==> config.mk <==
export PLATFORM = sky130hd
export DESIGN_NAME = sticker_color_sampler
export DESIGN_NICKNAME = d
export VERILOG_FILES = /design/src/rtl/sticker_color_sampler.sv
export SDC_FILE = /design/constraint.sdc
export NUM_CORES = 2
export LEC_CHECK = 0
export ABC_AREA = 1
export CAP_MARGIN = 40
export CORE_AREA = 10 10 512 514
export DETAILED_ROUTE_END_ITERATION = 6
export DIE_AREA = 0 0 522 524
export RECOVER_POWER = 50
export SYNTH_ARGS = -nofsm -noshare
export SYNTH_HDL_FRONTEND = slang
export SYNTH_SLANG_ARGS = --single-unit
export TNS_END_PERCENT = 20
==> constraint.sdc <==
create_clock -name iCLK -period 8.6 [get_ports iCLK]
set_input_delay 1.29 -clock iCLK [delete_from_list [all_inputs] [get_ports iCLK]]
set_output_delay 1.29 -clock iCLK [all_outputs]
set_load 0.01 [all_outputs]
==> src/rtl/sticker_color_sampler.sv <==
// sticker_color_sampler: averages the 8x8 sample window of each sticker in a
// 3x3 grid over one camera frame and stores the nine mean colours of one
// cube face into the packed 54-entry R/G/B colour tables.
// Optional feature macro: SAMPLER_TIMEOUT_EN adds a 20-bit watchdog on
// WAIT_SOF/ACCUM that pulses oERR and abandons the capture.
module sticker_color_sampler #(
    parameter int X0    = 200,
    parameter int Y0    = 120,
    parameter int PITCH = 80,
    parameter int OFF   = 36
) (
    input  logic         iCLK,
    input  logic         iRST_N,
    input  logic         iFVAL,
    input  logic         iDVAL,
    input  logic [9:0]   iX,
    input  logic [9:0]   iY,
    input  logic [7:0]   iR,
    input  logic [7:0]   iG,
    input  logic [7:0]   iB,
    input  logic         iCAPTURE,
    input  logic [2:0]   iFACE,
    output logic [431:0] oColor_R,
    output logic [431:0] oColor_G,
    output logic [431:0] oColor_B,
    output logic         oBUSY,
    output logic         oDONE,
    output logic         oERR
);

    localparam int unsigned NSTK = 9;
    localparam int unsigned AW   = 14;
    localparam int unsigned WIN  = 8;
    localparam int unsigned CW   = 432;

    typedef enum logic [2:0] {
        S_IDLE,
        S_WAIT_SOF,
        S_ACCUM,
        S_STORE,
        S_DONE
    } state_t;

    state_t          r_state;
    state_t          w_next;
    logic            r_fval;
    logic            r_fval_d;
    logic            w_rise;
    logic            w_fall;
    logic [2:0]      r_face;
    logic [3:0]      r_j;
    logic [5:0]      w_k;
    logic [8:0]      w_pos;
    logic [2:0]      w_col_hit;
    logic [2:0]      w_row_hit;
    logic [NSTK-1:0] w_hit;
    logic [AW-1:0]   r_acc_r [NSTK];
    logic [AW-1:0]   r_acc_g [NSTK];
    logic [AW-1:0]   r_acc_b [NSTK];
    logic [CW-1:0]   r_col_r;
    logic [CW-1:0]   r_col_g;
    logic [CW-1:0]   r_col_b;
    logic            r_busy;
    logic            r_done;
    logic            w_tmo;

    assign w_rise = r_fval & ~r_fval_d;
    assign w_fall = ~r_fval & r_fval_d;

    // Destination colour index for the current STORE cycle and its bit position
    assign w_k   = ({3'd0, r_face} * 6'd9) + {2'd0, r_j};
    assign w_pos = 9'd431 - {w_k, 3'b000};

    // Column / row window decode; windows are disjoint because OFF+8 < PITCH
    for (genvar c = 0; c < 3; c++) begin : g_win
        assign w_col_hit[c] = (iX >= 10'(X0 + c * PITCH + OFF)) &&
                              (iX <  10'(X0 + c * PITCH + OFF + int'(WIN)));
        assign w_row_hit[c] = (iY >= 10'(Y0 + c * PITCH + OFF)) &&
                              (iY <  10'(Y0 + c * PITCH + OFF + int'(WIN)));
    end

    // Per-sticker accumulators: cleared at start of frame, summed during ACCUM
    for (genvar s = 0; s < int'(NSTK); s++) begin : g_stk
        assign w_hit[s] = w_col_hit[s % 3] & w_row_hit[s / 3];

        // Accumulate this sticker's window pixels
        always_ff @(posedge iCLK or negedge iRST_N) begin
            if (!iRST_N) begin
                r_acc_r[s] <= '0;
                r_acc_g[s] <= '0;
                r_acc_b[s] <= '0;
            end else if (r_state == S_WAIT_SOF && w_rise) begin
                r_acc_r[s] <= '0;
                r_acc_g[s] <= '0;
                r_acc_b[s] <= '0;
            end else if (r_state == S_ACCUM && iDVAL && w_hit[s]) begin
                r_acc_r[s] <= r_acc_r[s] + AW'(iR);
                r_acc_g[s] <= r_acc_g[s] + AW'(iG);
                r_acc_b[s] <= r_acc_b[s] + AW'(iB);
            end
        end
    end

    // Frame-valid edge detector
    always_ff @(posedge iCLK or negedge iRST_N) begin
        if (!iRST_N) begin
            r_fval   <= 1'b0;
            r_fval_d <= 1'b0;
        end else begin
            r_fval   <= iFVAL;
            r_fval_d <= r_fval;
        end
    end

    // State register
    always_ff @(posedge iCLK or negedge iRST_N) begin
        if (!iRST_N) r_state <= S_IDLE;
        else         r_state <= w_next;
    end

    // Next-state logic
    always_comb begin
        w_next = r_state;
        case (r_state)
            S_IDLE: begin
                if (iCAPTURE && iFACE <= 3'd5) w_next = S_WAIT_SOF;
            end
            S_WAIT_SOF: begin
                if (w_tmo)       w_next = S_IDLE;
                else if (w_rise) w_next = S_ACCUM;
            end
            S_ACCUM: begin
                if (w_tmo)       w_next = S_IDLE;
                else if (w_fall) w_next = S_STORE;
            end
            S_STORE: begin
                if (r_j == 4'd8) w_next = S_DONE;
            end
            S_DONE:  w_next = S_IDLE;
            default: w_next = S_IDLE;
        endcase
    end

    // Face latch and STORE sequencing counter
    always_ff @(posedge iCLK or negedge iRST_N) begin
        if (!iRST_N) begin
            r_face <= '0;
            r_j    <= '0;
        end else begin
            if (r_state == S_IDLE && w_next == S_WAIT_SOF) r_face <= iFACE;
            if (r_state == S_STORE) r_j <= r_j + 4'd1;
            else                    r_j <= '0;
        end
    end

    // Colour tables: one sticker mean (sum/64) written per STORE cycle
    always_ff @(posedge iCLK or negedge iRST_N) begin
        if (!iRST_N) begin
            r_col_r <= '0;
            r_col_g <= '0;
            r_col_b <= '0;
        end else if (r_state == S_STORE) begin
            r_col_r[w_pos -: 8] <= r_acc_r[r_j][AW-1:6];
            r_col_g[w_pos -: 8] <= r_acc_g[r_j][AW-1:6];
            r_col_b[w_pos -: 8] <= r_acc_b[r_j][AW-1:6];
        end
    end

    // Registered status outputs aligned with the state register
    always_ff @(posedge iCLK or negedge iRST_N) begin
        if (!iRST_N) begin
            r_busy <= 1'b0;
            r_done <= 1'b0;
        end else begin
            r_busy <= (w_next != S_IDLE);
            r_done <= (w_next == S_DONE);
        end
    end

`ifdef SAMPLER_TIMEOUT_EN
    localparam int unsigned TW = 20;
    logic [TW-1:0] r_tmo;
    logic          r_err;

    assign w_tmo = (r_state == S_WAIT_SOF || r_state == S_ACCUM) &&
                   (r_tmo == {TW{1'b1}});

    // Watchdog: restarts on every state change, counts while waiting on the camera
    always_ff @(posedge iCLK or negedge iRST_N) begin
        if (!iRST_N) begin
            r_tmo <= '0;
            r_err <= 1'b0;
        end else begin
            r_err <= w_tmo;
            if (w_next != r_state)
                r_tmo <= '0;
            else if (r_state == S_WAIT_SOF || r_state == S_ACCUM)
                r_tmo <= r_tmo + TW'(1);
        end
    end

    assign oERR = r_err;
`else
    assign w_tmo = 1'b0;
    assign oERR  = 1'b0;
`endif

    assign oColor_R = r_col_r;
    assign oColor_G = r_col_g;
    assign oColor_B = r_col_b;
    assign oBUSY    = r_busy;
    assign oDONE    = r_done;

endmodule

# Word-level counts from Yosys, hierarchy flattened
# Index checks and enable logic that the tools add are counted.
# op_classes
addsub	31
n_mul	1
n_lt_le_gt_ge	14
n_eq_ne	6
n_shift	4
mux	72
bitwise	14
n_reduce_logical	30
# ops
cell	count
$shiftx A8 B11 Y439	3
$bwmux W432	3
$mux W14	60
$shift A8 B11 Y439 const A	1
$add A14 B8 Y14	27
$bmux W14 S4	3
$ge A10 B8 Y1 const B	3
$ge A10 B9 Y1 const B	3
$lt A10 B8 Y1 const B	3
$lt A10 B9 Y1 const B	3
$logic_and A1 B1 Y1	19
$reduce_bool A2 Y1	9
$mux W3	4
$pmux W3 S4	1
$and A1 B1 Y1	11
$neg A9 Y11	1
$sub A9 B9 Y9 const A	1
$add A6 B4 Y6	1
$eq A3 B1 Y1 const B	2
$eq A3 B2 Y1 const B	2
$mul A3 B4 Y6 const B	1
$ge A5 B5 Y1 const B	1
$not A4 Y5	1
$add A4 B1 Y4 const B	1
other kinds (7)	8
# totals
register_bits	1688
in_bits	52
elab_cells	209

# Logic depth before layout (Yosys ltp)
# logic_depth
depth_word	6
depth_mapped	16
depth_no_buf	15

# Least setup slack after synthesis
# No wires, ideal clock.
# synth_path
path_kind	reg-to-reg
from	register r_face[1]
to	register r_col_b[296], in the netlist oColor_B[296]
arrival_time_ns	3.007
required_ns	8.534
slack_ns	5.528
stages_incl_launch_ff	12
cell_sequence	dfrtp_1 > ha_1 > ha_1 > fa_1 > ha_1 > nor3_1 > a21boi_2 > nand2_1 > nor2_1 > clkbuf_1 > nand2_1 > nand2_1
# synth_via
elab_chain_cells	6
word_cells_on_any_way	7
classes_between	add/sub: 3; mul: 1; shift: 2; mux: 1
# synth_lines
item	line_no	source
from (decl)	50	logic [2:0] r_face;
from (signal assigned)	150	if (r_state == S_IDLE && w_next == S_WAIT_SOF) r_face <= iFACE;
$mul A3 B4 Y6 *	71	assign w_k = ({3'd0, r_face} * 6'd9) + {2'd0, r_j};
$add A6 B4 Y6 *	71	
$sub A9 B9 Y9 *	72	assign w_pos = 9'd431 - {w_k, 3'b000};
$neg A9 Y11 *	165	r_col_b[w_pos -: 8] <= r_acc_b[r_j][AW-1:6];
$shiftx A8 B11 Y439 or $shift A8 B11 Y439 (tied branches)	165	
$bwmux W432 *	165	
to (signal, indexed assignment)	165	
to (decl)	62	logic [CW-1:0] r_col_b;
# Mark *: on every way between the ends. The rest lies on a longest branch, timed or not.
# A chain may end at the register's enable or synchronous reset.

# Worst setup path in the final report
# layout_path
from	register r_j[0]
to	register r_col_b[198], in the netlist oColor_B[198]
# layout_via
elab_chain_cells	6
word_cells_on_any_way	10
classes_between	add/sub: 3; shift: 2; mux: 4; bitwise: 1
# layout_lines
item	line_no	source
from (decl)	51	logic [3:0] r_j;
from (signal assigned)	151	if (r_state == S_STORE) r_j <= r_j + 4'd1;
branches (longest 5 deep; another with $neg A9 Y11)	--	
$bwmux W432 *	165	
# Mark *: on every way between the ends. The select of a mux whose other input is x is not followed.

==> results by group <==
Status
  • Status: finished, violations left
  • Failing checks: capacitance limit, slew limit

Timing
  • Clk_skew: 0.0824 ns
  • Max Fclk: 158 MHz
  • Setup TNS: 0 ns
  • Worst Max-Slew Pin Slew: 3.88 ns
  • Fin Hold WS: 0.329 ns
  • Final setup viols: 0
  • Unrepaired setup endpoints after global routing: false
  • Slew margin rel.: -159%
  • Slew Viols, Final: 1321
  • Hold Vio Cnt, Final: 0
  • Fin worst setup slack: 2.25 ns
  • Min Tclk post-route: 6.35 ns
  • Final worst-path cycle share: 73.8%

Layout
  • Proportion of layout cells with a drive suffix above 1: 5.35%
  • Area Overhead vs Synth: 30.1%
  • FILL cells: 25000
  • Final core utilization: 42.7%
  • Nets: 12100

Clock tree
  • Clock buffer depth: 3
  • CTS Sinks: 1688
  • Post-CTS sizing: 0
  • Clk pin slew, worst setup/hold paths: 0.07 ns
  • Worst skew pair latency: 0.89 ns
  • Num CTS Buffers: 192
  • H-tree depth: 4
  • Root buf cell: clkbuf_16
  • Cts-stage hold buffer count: 0
  • Post-CTS Setup Repair Bufs: 0
  • CTS tree: yes

Placed design
  • IO Port Bufs: 1345
  • Routability cong.: 0.907
  • Place WS: 3.33 ns
  • Detailed placer's ending HPWL: 277000 um

Power and ir drop
  • P_int: 19.1 mW
  • Pwr dens: 309 nW/um^2
  • Comb pwr share: 40.9%
  • Sw Pwr: 14.0 mW
  • P_leak: 55.6 nW
  • Register share of total power: 33.0%
  • VDD IR max: 0.230 mV
  • Clock network fraction of total power: 26.1%
  • Net Sw Frac: 42.3%

Detailed routing
  • DRC viols: 0
  • WL final: 390000 um
  • Detailed Route Iter0 Violations: 7574
  • Remaining antenna violation count: 0
  • Via Count: 78000
  • Routed WL per cell: 25.5 um
  • Routed vias/inst: 5.11
  • First drt pass iteration count: 6

Global route
  • First-pass GRT wire length: 549000 um
  • GRT Total Usage: 27.2%
  • Initial antenna violation count: 28
  • Met3 Usage GRT: 7.90%
  • Busiest grt layer: met2
  • Met2 Use GR: 43.7%
  • GR Layer Usage met1: 33.7%
  • Largest net degree at the start of global routing: 155
  • Vias in the first global route: 73700
  • GRT Residual Overflow: 0

Worst hold path
  • Hold WC Path Type: input port to asynchronous set/reset pin

Yosys
  • Gate count after technology mapping: 10500
  • Syn avg cell area: 7.81 sq um
  • Top cells by area, synth: dfrtp_1 51%, nand2_1 20%, nand3_1 5.5%
  • Yosys top cell area share: 51.3%
  • Yosys warning count: 0
  • Sequential share of the synthesized area: 51.3%
  • Post-synthesis net count: 10900
  • Synth cell types: 46
  • Synth area leader: dfrtp_1
  • Post-synth design cell area: 82400 sq um
  • FF+latch count, synth: 1688

Floorplanning
  • DIE AREA: 274000 sq um
  • Chip Width: 522 um
  • Core footprint: 251000 sq um
  • Num rows: 184
  • IO Pins: 1351
  • Chip height: 524 um
  • Initial core utilization: 32.8%

Critical path
  • Worst Path Arrival: 7.08 ns
  • Worst setup EP type: flop
  • Critical-path top delay cell: dfrtp_1
  • Critical Path Fanout Max: 77
  • Startpoint Class: flop
  • CP top delay family: flip-flops
  • Max stage delay on crit path: 1.95 ns
  • WP data required: 9.33 ns
  • Crit Path Category: flop to flop
  • CP cell instances: ha_1 -> ha_1 -> fa_1 -> ha_1 -> nand3b_4 -> nand3_1 -> nand2_1 -> nand3_4 -> buf_4 -> buf_4 -> nor2_2 -> buf_4 -> nor2_1 -> nor2_1
  • WP buf/inv: 3

Flow run
  • Maxcap violations: 29
cells in the mapped netlist (all sizes together):
| cell | instances |
|---|---|
| nand4 | 186 |
| inv | 441 |
| clkbuf | 364 |
| nor4 | 1 |
| conb | 1 |
| o21ai | 594 |
| nand2 | 4287 |
| ha | 227 |
| nor3 | 308 |
| nand3b | 18 |
| buf | 191 |
| xor2 | 13 |
| fa | 28 |
| or2 | 4 |
| a22o | 24 |
| xnor2 | 93 |
| nand3 | 901 |
| nor3b | 2 |
| nand2b | 1 |
| o21a | 2 |
| a21boi | 4 |
| o211ai | 7 |
| and2 | 7 |
| a21o | 28 |
| o2111ai | 3 |
| a211oi | 2 |
| o21bai | 27 |
| clkinv | 1 |
| nor2 | 896 |
| a21oi | 182 |
| dfrtp | 1688 |
| o22ai | 15 |
placed cells by master (no fill, tap or decap), drive strengths merged:
cell type	count
nand2	4287
dfrtp	1688
clkdlybuf4s50	916
nand3	901
nor2	896
o21ai	594
inv	446
dlygate4sd3	425
clkbuf	323
nor3	308
ha	227
nand4	186
buf	186
a21oi	182
xnor2	93
clkinv	52
a21o	28
fa	28
o21bai	27
a22o	24
nand3b	18
o22ai	15
xor2	13
bufinv	10
diode	9
and2	7
o211ai	7
or2	4
clkinvlp	4
a21boi	4
o2111ai	3
a211oi	2
nor3b	2
o21a	2
nor4	1
nand2b	1
conb	1
flip-flops by register name (all words and copies together), names as in the netlist:
name      flops
r_fval        1
oColor_R    432
r_acc_b     126
r_state       3
r_acc_g     126
oColor_G    432
r_fval_d      1
oBUSY         1
r_face        3
oDONE         1
r_j           4
oColor_B    432
r_acc_r     126
per-stage QoR:
stage,cell area (sq um),power (mW),instances
after floorplan,82400,15.9,10500
after global placement,99600,24.5,14800
after detailed placement,101000,24.8,14900
after CTS,107000,33.5,15300
after global routing,107000,34.4,15300
final,107000,33.1,15300
final timing paths:
check / end / cells past startpoint / from / slack [ns]
max in group asynchronous: r_acc_r[67]$_DFFE_PN0P_ / 3 / iRST_N / 2.66
max: oColor_B[198]$_DFFE_PN0P_ / 14 / r_j[0]$_DFF_PN0_ / 2.25
min reg2reg: oColor_G[104]$_DFFE_PN0P_ / 2 / oColor_G[104]$_DFFE_PN0P_ / 0.46
min: oColor_G[316]$_DFFE_PN0P_ / 1 / iRST_N / 0.33
min in group iCLK: oColor_G[104]$_DFFE_PN0P_ / 2 / oColor_G[104]$_DFFE_PN0P_ / 0.46
max reg2reg: oColor_B[198]$_DFFE_PN0P_ / 14 / r_j[0]$_DFF_PN0_ / 2.25
cells by family after synthesis:
family	share of synthesized area [%]
AND/OR/NAND/NOR	32.9
flip-flops	51.3
buffers and inverters	4.81
AO/OA/AOI/OAI	5.77
adder cells (fa/ha/maj)	4.13
XOR/XNOR	1.13
other	0.00455
power groups by stage:
stage	clock (mW)	sequential (mW)	combinational, mW
after floorplan	0	11.8	4.12
after global placement	0	11.0	13.6
after detailed placement	0	11.0	13.8
after CTS	8.76	10.9	13.8
after global routing	9.08	11.1	14.2
final	8.62	10.9	13.5
per-layer routing:
layer | up-vias | wire (um)
met1 | 37700 | 154000
met4 | 0 | 21300
li1 | 36400 | -
met2 | 3102 | 179000
met5 | - | 0
met3 | 745 | 36400
worst reg2reg max path, stage by stage (launching register included):
cell and delay [ns]:
dfrtp_1 1.95, ha_1 0.40, ha_1 0.21, fa_1 0.43, ha_1 0.25, nand3b_4 0.24, nand3_1 0.15, nand2_1 0.12
nand3_4 0.44, buf_4 0.68, buf_4 0.83, nor2_2 0.06, buf_4 0.26, nor2_1 0.13, nor2_1 0.05
area by class of cell:
| class | instances | area [sq um] | share of cell area (%) |
|---|---|---|---|
| Clock inverter | 70 | 921 | 0.859 |
| Multi-Input combinational cell | 7861 | 36700 | 34.2 |
| Sequential cell | 1688 | 42200 | 39.4 |
| Antenna cell | 9 | 22.5 | 0.0210 |
| Inverter | 442 | 1670 | 1.56 |
| Timing Repair Buffer | 1564 | 15800 | 14.8 |
| Clock buffer | 286 | 5670 | 5.29 |
| Tap cell | 3348 | 4190 | 3.91 |
Note: power is estimated with default switching activity, not from simulation.
